`config.mk`:
```
export PLATFORM = sky130hd
export DESIGN_NAME = if_fetch_stage_flat
export DESIGN_NICKNAME = d
export VERILOG_FILES = /design/src/rtl/cpu_pkg.sv /design/src/rtl/if_fetch_stage_if.sv /design/src/rtl/if_fetch_stage_buffer.sv /design/src/rtl/if_fetch_stage.sv /design/src/flat_wrapper.sv
export SDC_FILE = /design/constraint.sdc
export NUM_CORES = 1
export LEC_CHECK = 0
export CAP_MARGIN = 10
export CORE_UTILIZATION = 64
export DETAILED_ROUTE_END_ITERATION = 16
export DONT_BUFFER_PORTS = 1
export PLACE_DENSITY = 0.85
export SLEW_MARGIN = 20
export SYNTH_ARGS = -nofsm -noshare
export SYNTH_HDL_FRONTEND = slang
export SYNTH_HIERARCHICAL = 1
export SYNTH_SLANG_ARGS = --single-unit
```
`constraint.sdc`:
```
create_clock -name clk_i -period 2.8 [get_ports clk_i]
set_clock_uncertainty 0.2 [all_clocks]
set_input_delay 0.7 -clock clk_i [delete_from_list [all_inputs] [get_ports clk_i]]
set_output_delay 0.7 -clock clk_i [all_outputs]
set_load 0.005 [all_outputs]
```
`src/rtl/cpu_pkg.sv`:
```
// Shared CPU definitions: instruction width, bubble encoding and fetch FSM state codes.
package cpu_pkg;

    localparam int unsigned INSTR_W = 32;
    localparam logic [INSTR_W-1:0] NOP_INSTR = '0;

    localparam logic [1:0] StIdle = 2'd0;
    localparam logic [1:0] StReq  = 2'd1;
    localparam logic [1:0] StFull = 2'd2;
    localparam logic [1:0] StKill = 2'd3;

endpackage

```
`src/rtl/if_fetch_stage_if.sv`:
```
// Instruction-memory fetch handshake: req/addr held until a one-cycle ack returns rdata.
interface if_fetch_stage_if #(
    parameter int unsigned ADDR_W = 32
) ();

    logic                        req;
    logic [ADDR_W-1:0]           addr;
    logic                        ack;
    logic [cpu_pkg::INSTR_W-1:0] rdata;

    modport master (
        output req,
        output addr,
        input  ack,
        input  rdata
    );

    modport slave (
        input  req,
        input  addr,
        output ack,
        output rdata
    );

endinterface

```
`src/rtl/if_fetch_stage_buffer.sv`:
```
// One-entry fetch buffer holding {valid, instruction, PC+4}; flush beats load beats consume.
module if_fetch_stage_buffer
    import cpu_pkg::*;
#(
    parameter int unsigned ADDR_W = 32
) (
    input  logic               clk_i,
    input  logic               rst_ni,
    input  logic               flush_i,
    input  logic               load_i,
    input  logic               consume_i,
    input  logic [INSTR_W-1:0] instr_i,
    input  logic [ADDR_W-1:0]  pc_i,
    output logic               valid_o,
    output logic [INSTR_W-1:0] instr_o,
    output logic [ADDR_W-1:0]  pc_o
);

    logic               valid_q, valid_d;
    logic [INSTR_W-1:0] instr_q, instr_d;
    logic [ADDR_W-1:0]  pc_q, pc_d;

    always_comb begin
        valid_d = valid_q;
        instr_d = instr_q;
        pc_d    = pc_q;
        if (flush_i) begin
            valid_d = 1'b0;
        end else if (load_i) begin
            // A load may coincide with consumption of the old entry.
            valid_d = 1'b1;
            instr_d = instr_i;
            pc_d    = pc_i;
        end else if (consume_i) begin
            valid_d = 1'b0;
        end
    end

    always_ff @(posedge clk_i or negedge rst_ni) begin
        if (!rst_ni) begin
            valid_q <= 1'b0;
            instr_q <= NOP_INSTR;
            pc_q    <= '0;
        end else begin
            valid_q <= valid_d;
            instr_q <= instr_d;
            pc_q    <= pc_d;
        end
    end

    assign valid_o = valid_q;
    assign instr_o = valid_q ? instr_q : NOP_INSTR;
    assign pc_o    = pc_q;

endmodule

```
`src/rtl/if_fetch_stage.sv`:
```
// Instruction-fetch stage: PC and fetch FSM over a req/ack memory port, feeding a one-entry
// buffer that presents {PC+4, instruction, valid} to the IF/ID register.
module if_fetch_stage
    import cpu_pkg::*;
#(
    parameter int unsigned       ADDR_W   = 32,
    parameter logic [ADDR_W-1:0] RESET_PC = '0
) (
    input  logic               clk_i,
    input  logic               rst_ni,
    input  logic               freeze_i,
    input  logic               branch_taken_i,
    input  logic [ADDR_W-1:0]  branch_addr_i,
    if_fetch_stage_if.master   imem_io,
    output logic [ADDR_W-1:0]  pc_out_o,
    output logic [INSTR_W-1:0] instruction_o,
    output logic               fetch_valid_o,
    output logic               fetch_stall_o
);

    localparam logic [ADDR_W-1:0] PcStep = ADDR_W'(4);

    logic [1:0]        state_q, state_d;
    logic [ADDR_W-1:0] pc_q, pc_d;
    logic [ADDR_W-1:0] kill_addr_q, kill_addr_d;
    logic [ADDR_W-1:0] pc_inc;
    logic [ADDR_W-1:0] br_target;
    logic              valid;
    logic              consume;
    logic              buf_free;
    logic              load;
    logic [1:0]        unused_br_lsb;

    assign pc_inc        = pc_q + PcStep;
    assign br_target     = {branch_addr_i[ADDR_W-1:2], 2'b00};
    assign unused_br_lsb = branch_addr_i[1:0];
    assign consume       = valid && !freeze_i;
    assign buf_free      = !valid || consume;

    always_comb begin
        state_d     = state_q;
        pc_d        = pc_q;
        kill_addr_d = kill_addr_q;
        load        = 1'b0;
        unique case (state_q)
            StIdle: state_d = StReq;
            StReq: begin
                if (branch_taken_i) begin
                    // Outstanding fetch must complete at its original address before redirect.
                    state_d     = imem_io.ack ? StReq : StKill;
                    kill_addr_d = pc_q;
                end else if (imem_io.ack) begin
                    if (buf_free) begin
                        load    = 1'b1;
                        pc_d    = pc_inc;
                        state_d = StReq;
                    end else begin
                        // Buffer frozen: drop the word, PC unchanged so it is refetched later.
                        state_d = StFull;
                    end
                end
            end
            StFull: begin
                if (branch_taken_i || consume) begin
                    state_d = StReq;
                end
            end
            StKill: begin
                if (imem_io.ack) begin
                    state_d = StReq;
                end
            end
            default: state_d = StIdle;
        endcase
        if (branch_taken_i) begin
            pc_d = br_target;
        end
    end

    always_ff @(posedge clk_i or negedge rst_ni) begin
        if (!rst_ni) begin
            state_q     <= StIdle;
            pc_q        <= RESET_PC;
            kill_addr_q <= '0;
        end else begin
            state_q     <= state_d;
            pc_q        <= pc_d;
            kill_addr_q <= kill_addr_d;
        end
    end

    assign imem_io.req  = (state_q == StReq) || (state_q == StKill);
    assign imem_io.addr = (state_q == StKill) ? kill_addr_q : pc_q;

    if_fetch_stage_buffer #(
        .ADDR_W(ADDR_W)
    ) u_buffer (
        .clk_i    (clk_i),
        .rst_ni   (rst_ni),
        .flush_i  (branch_taken_i),
        .load_i   (load),
        .consume_i(consume),
        .instr_i  (imem_io.rdata),
        .pc_i     (pc_inc),
        .valid_o  (valid),
        .instr_o  (instruction_o),
        .pc_o     (pc_out_o)
    );

    assign fetch_valid_o = valid;
    assign fetch_stall_o = ~valid;

endmodule

```
`src/flat_wrapper.sv`:
```
// flat-port wrapper written by rule: the top's interface ports become plain ports
module if_fetch_stage_flat import cpu_pkg::*;
#(
    parameter int unsigned       ADDR_W   = 32,
    parameter logic [ADDR_W-1:0] RESET_PC = '0
)
  (clk_i, rst_ni, freeze_i, branch_taken_i, branch_addr_i, pc_out_o, instruction_o, fetch_valid_o, fetch_stall_o, imem_io_req, imem_io_addr, imem_io_ack, imem_io_rdata);
  if_fetch_stage_if #(.ADDR_W(ADDR_W)) imem_io_i ();
  input  logic clk_i;
  input  logic rst_ni;
  input  logic freeze_i;
  input  logic branch_taken_i;
  input  logic [ADDR_W-1:0] branch_addr_i;
  output logic [ADDR_W-1:0] pc_out_o;
  output logic [INSTR_W-1:0] instruction_o;
  output logic fetch_valid_o;
  output logic fetch_stall_o;
  output wire logic [$bits(imem_io_i.req)-1:0] imem_io_req;
  output wire logic [$bits(imem_io_i.addr)-1:0] imem_io_addr;
  input wire logic [$bits(imem_io_i.ack)-1:0] imem_io_ack;
  input wire logic [$bits(imem_io_i.rdata)-1:0] imem_io_rdata;
  assign imem_io_req = imem_io_i.req;
  assign imem_io_addr = imem_io_i.addr;
  assign imem_io_i.ack = imem_io_ack;
  assign imem_io_i.rdata = imem_io_rdata;
  if_fetch_stage #(.ADDR_W(ADDR_W), .RESET_PC(RESET_PC)) u_core (.clk_i(clk_i), .rst_ni(rst_ni), .freeze_i(freeze_i), .branch_taken_i(branch_taken_i), .branch_addr_i(branch_addr_i), .imem_io(imem_io_i), .pc_out_o(pc_out_o), .instruction_o(instruction_o), .fetch_valid_o(fetch_valid_o), .fetch_stall_o(fetch_stall_o));
endmodule
```
==> results of run 1 <==
-- how the worst max path moves through the flow --
stage | startpoint | to | cells past startpoint
final | u_core/state_q[0]$_DFFE_PN0P_ | imem_io_addr[12] | 3
after global routing | u_core/state_q[0]$_DFFE_PN0P_ | imem_io_addr[12] | 3
after CTS | u_core/state_q[0]$_DFFE_PN0P_ | imem_io_addr[12] | 3
after detailed placement | imem_io_ack | u_core/u_buffer/pc_o[5]$_DFFE_PN0P_ | 6
after global placement | imem_io_ack | u_core/u_buffer/pc_o[26]$_DFFE_PN0P_ | 6
after floorplan | branch_taken_i | u_core/u_buffer/instr_q[0]$_DFFE_PN0P_ | 9
-- state kept, by name (all words and copies together), names as in the netlist --
signal	count
u_core/kill_addr_q	30
u_core/pc_q	30
u_core/state_q	2
u_core/u_buffer/instr_q	32
u_core/u_buffer/pc_o	32
u_core/u_buffer/valid_o	1
-- per-stage QoR --
stage                     instance area (sq um)  power (uW)
after CTS                                  7490        5810
after global placement                     6880        3530
after detailed placement                   6880        3600
after floorplan                            7020        3400
final                                      7490        5770
after global routing                       7490        6010
-- metal layers --
metal / vias to the layer above / wire length, um
li1: 2090 / -
met4: 0 / 333
met2: 262 / 7760
met5: - / 0
met3: 33 / 1300
met1: 2336 / 6160
-- logic make-up after synthesis --
kind of cell,Yosys count,synth area share [%]
other,1,0.0535
buffers and inverters,63,6.68
XOR/XNOR,36,4.50
adder cells (fa/ha/maj),1,0.179
AND/OR/NAND/NOR,197,15.6
multiplexers,120,22.5
flip-flops,127,45.4
AO/OA/AOI/OAI,56,5.07
-- power breakdown --
group,leakage (uW),internal [uW],switching [uW]
sequential,0.00150,2260,350
combinational,0.00137,620,363
clock,0.000282,1410,772
-- timing repair --
action	4_1_cts	5_1_grt
resized for setup	1	1
setup buffers	0	0
endpoints found under the hold margin	127	127
endpoints found under the setup margin	2	2
-- critical path, stage by stage (launching register included) --
cell and delay (ns):
dfrtp_1 0.48, nand2_1 0.16, buf_8 0.23, mux2_2 0.40
-- placed cells by master (no fill, tap or decap), types with 2 or more instances in the layout --
cell type	n
or4_1	15
clkinvlp_4	5
and2_1	36
a21oi_1	2
mux2_4	60
a31oi_1	13
nor2b_1	2
clkbuf_8	7
nand4_1	18
o21ai_0	21
xor2_1	20
inv_1	10
and4_1	7
nand2_1	38
or3_1	3
nor4_1	5
nor3_1	11
conb_1	4
a211o_1	2
dfrtp_1	127
and3_1	4
bufinv_16	2
buf_4	13
nor2_1	33
nand3_1	16
mux2_2	59
o31ai_1	9
o211ai_1	4
xnor2_1	16
clkbuf_16	16
-- layout make-up --
| class | instances | area [sq um] | share of cell area, % |
|---|---|---|---|
| clock buffers | 24 | 500 | 6.68 |
| inverters | 10 | 37.5 | 0.501 |
| multi-input cells | 414 | 3370 | 45.0 |
| flip-flops and latches | 127 | 3180 | 42.4 |
| clock inverters | 8 | 103 | 1.37 |
| repair buffers | 15 | 133 | 1.77 |
| well taps | 136 | 170 | 2.27 |
==> flow_summary.json, run 1 <==
{
  "ir_drop_uv": 745,
  "hold-worst-slack_ns": -0.316,
  "grt_most_used_layer": "met2",
  "criticalPathCategory": "register to output port",
  "grt_pass1_vias": 4647,
  "cts.path.max_buffers": 2,
  "finish.utilization_pct": 71.6,
  "fillers": 703,
  "dp_slack_ns": 0.321,
  "clk_latency_ns": 0.52,
  "tightest_slew_ns": 0.509,
  "yosys.area.top_type": "dfrtp_1",
  "period_share_pct": 96.2,
  "ys_seq_area_share_pct": 45.4,
  "cp.required_ns": 1.90,
  "setup_violations": 0,
  "place_inst": 702,
  "coreArea_sq_um": 10500,
  "yosysUniqueCellTypes": 50,
  "grt_first_pass_wirelength_um": 24100,
  "hold_viol_final": 127,
  "place_hpwl_um": 10500,
  "ys.flop_type": "dfrtp_1",
  "totalWireLength_um": 15600,
  "async_flop_share_pct": 100,
  "finalSetupTns_ns": 0,
  "diodes": 0,
  "violations": "negative hold slack",
  "outcome": "finished, violations left",
  "use_met3_pct": 8.88,
  "met2_usage_pct": 46.0,
  "grtUsageTotal_pct": 27.8,
  "dieArea_sq_um": 11400,
  "rsz0062_at_grt": "no",
  "crit_path_end_kind": "output port",
  "grt_max_degree": 128,
  "syn_to_final_growth_pct": 6.95,
  "globalRouteOverflowTotal": 0,
  "leakagePower_uw": 0.00315,
  "synth_most_common_cell": "dfrtp_1",
  "cp-start-kind": "register",
  "crit_arrival_ns": 1.79,
  "hold_path_class": "primary input to asynchronous set/reset pin",
  "drtPass1Iterations": 5,
  "fin_cells": 734,
  "synthTopCellsByArea": "dfrtp_1, mux2_4, mux2_2",
  "vias": 4721,
  "r2r_cells": 4,
  "maxCapViolations": 0,
  "syn_inst": 601,
  "cts.clk_slew.worst_paths_ns": 0.06,
  "root_buffer": "clkbuf_8",
  "cts_tree": "built",
  "finalNetCount": 655,
  "cts_htree_levels": 4,
  "synth_edf_count": 0,
  "ys_warn_count": 6,
  "routabilityCongestion": 0.845,
  "cp_max_fo": 21,
  "worst_slack_ns": 0.106,
  "ios": 168,
  "via_per_inst": 6.43,
  "io_buffers": 0,
  "r2r_slack_ns": 0.30,
  "report.final.slew_viol_count": 0,
  "synth_seq_cells": 127,
  "syn_area_sq_um": 7000,
  "ant_nets": 0,
  "timing.rr.end": "u_core/pc_q[26]$_DFFE_PN0P_",
  "max_freq_ghz": 0.371,
  "first_iter_violations": 263,
  "worstReg2RegStart": "u_core/pc_q[16]$_DFFE_PN0P_",
  "synth_top_cell_area_share_pct": 45.4,
  "die_x_um": 107,
  "p_per_area_nw_per_um2": 770,
  "syn_avg_cell_area_sq_um": 11.7,
  "synthTopCellsByCount": "dfrtp_1, mux2_4, mux2_2",
  "post_drt_wl_per_cell_um": 21.2,
  "die_h_um": 107,
  "start_util_pct": 66.9,
  "slew_headroom_pct": 66.0,
  "period_needed_ns": 2.69,
  "drc": 0,
  "antenna_found_initial": 0,
  "grt_use_met1_pct": 33.5,
  "rows": 37,
  "cts_sinks": 127,
  "cts_made_buffers": 17,
  "drive_gt1_share_pct": 28.6
}
Note: power is estimated with default switching activity, not from simulation.
==> run 2, diff against run 1 <==
--- a/config.mk
+++ b/config.mk
@@ -10,6 +10,7 @@
 export DETAILED_ROUTE_END_ITERATION = 16
 export DONT_BUFFER_PORTS = 1
 export PLACE_DENSITY = 0.85
+export SKIP_LAST_GASP = 1
 export SLEW_MARGIN = 20
 export SYNTH_ARGS = -nofsm -noshare
 export SYNTH_HDL_FRONTEND = slang
==> results of run 2 <==
No change in the layout: final DEF, timing and power equal those of run 1.
==> run 3, diff against run 2 <==
--- a/config.mk
+++ b/config.mk
@@ -5,7 +5,6 @@
 export SDC_FILE = /design/constraint.sdc
 export NUM_CORES = 1
 export LEC_CHECK = 0
-export CAP_MARGIN = 10
 export CORE_UTILIZATION = 64
 export DETAILED_ROUTE_END_ITERATION = 16
 export DONT_BUFFER_PORTS = 1
==> results of run 3 <==
No change in the layout: final DEF, timing and power equal those of run 1.
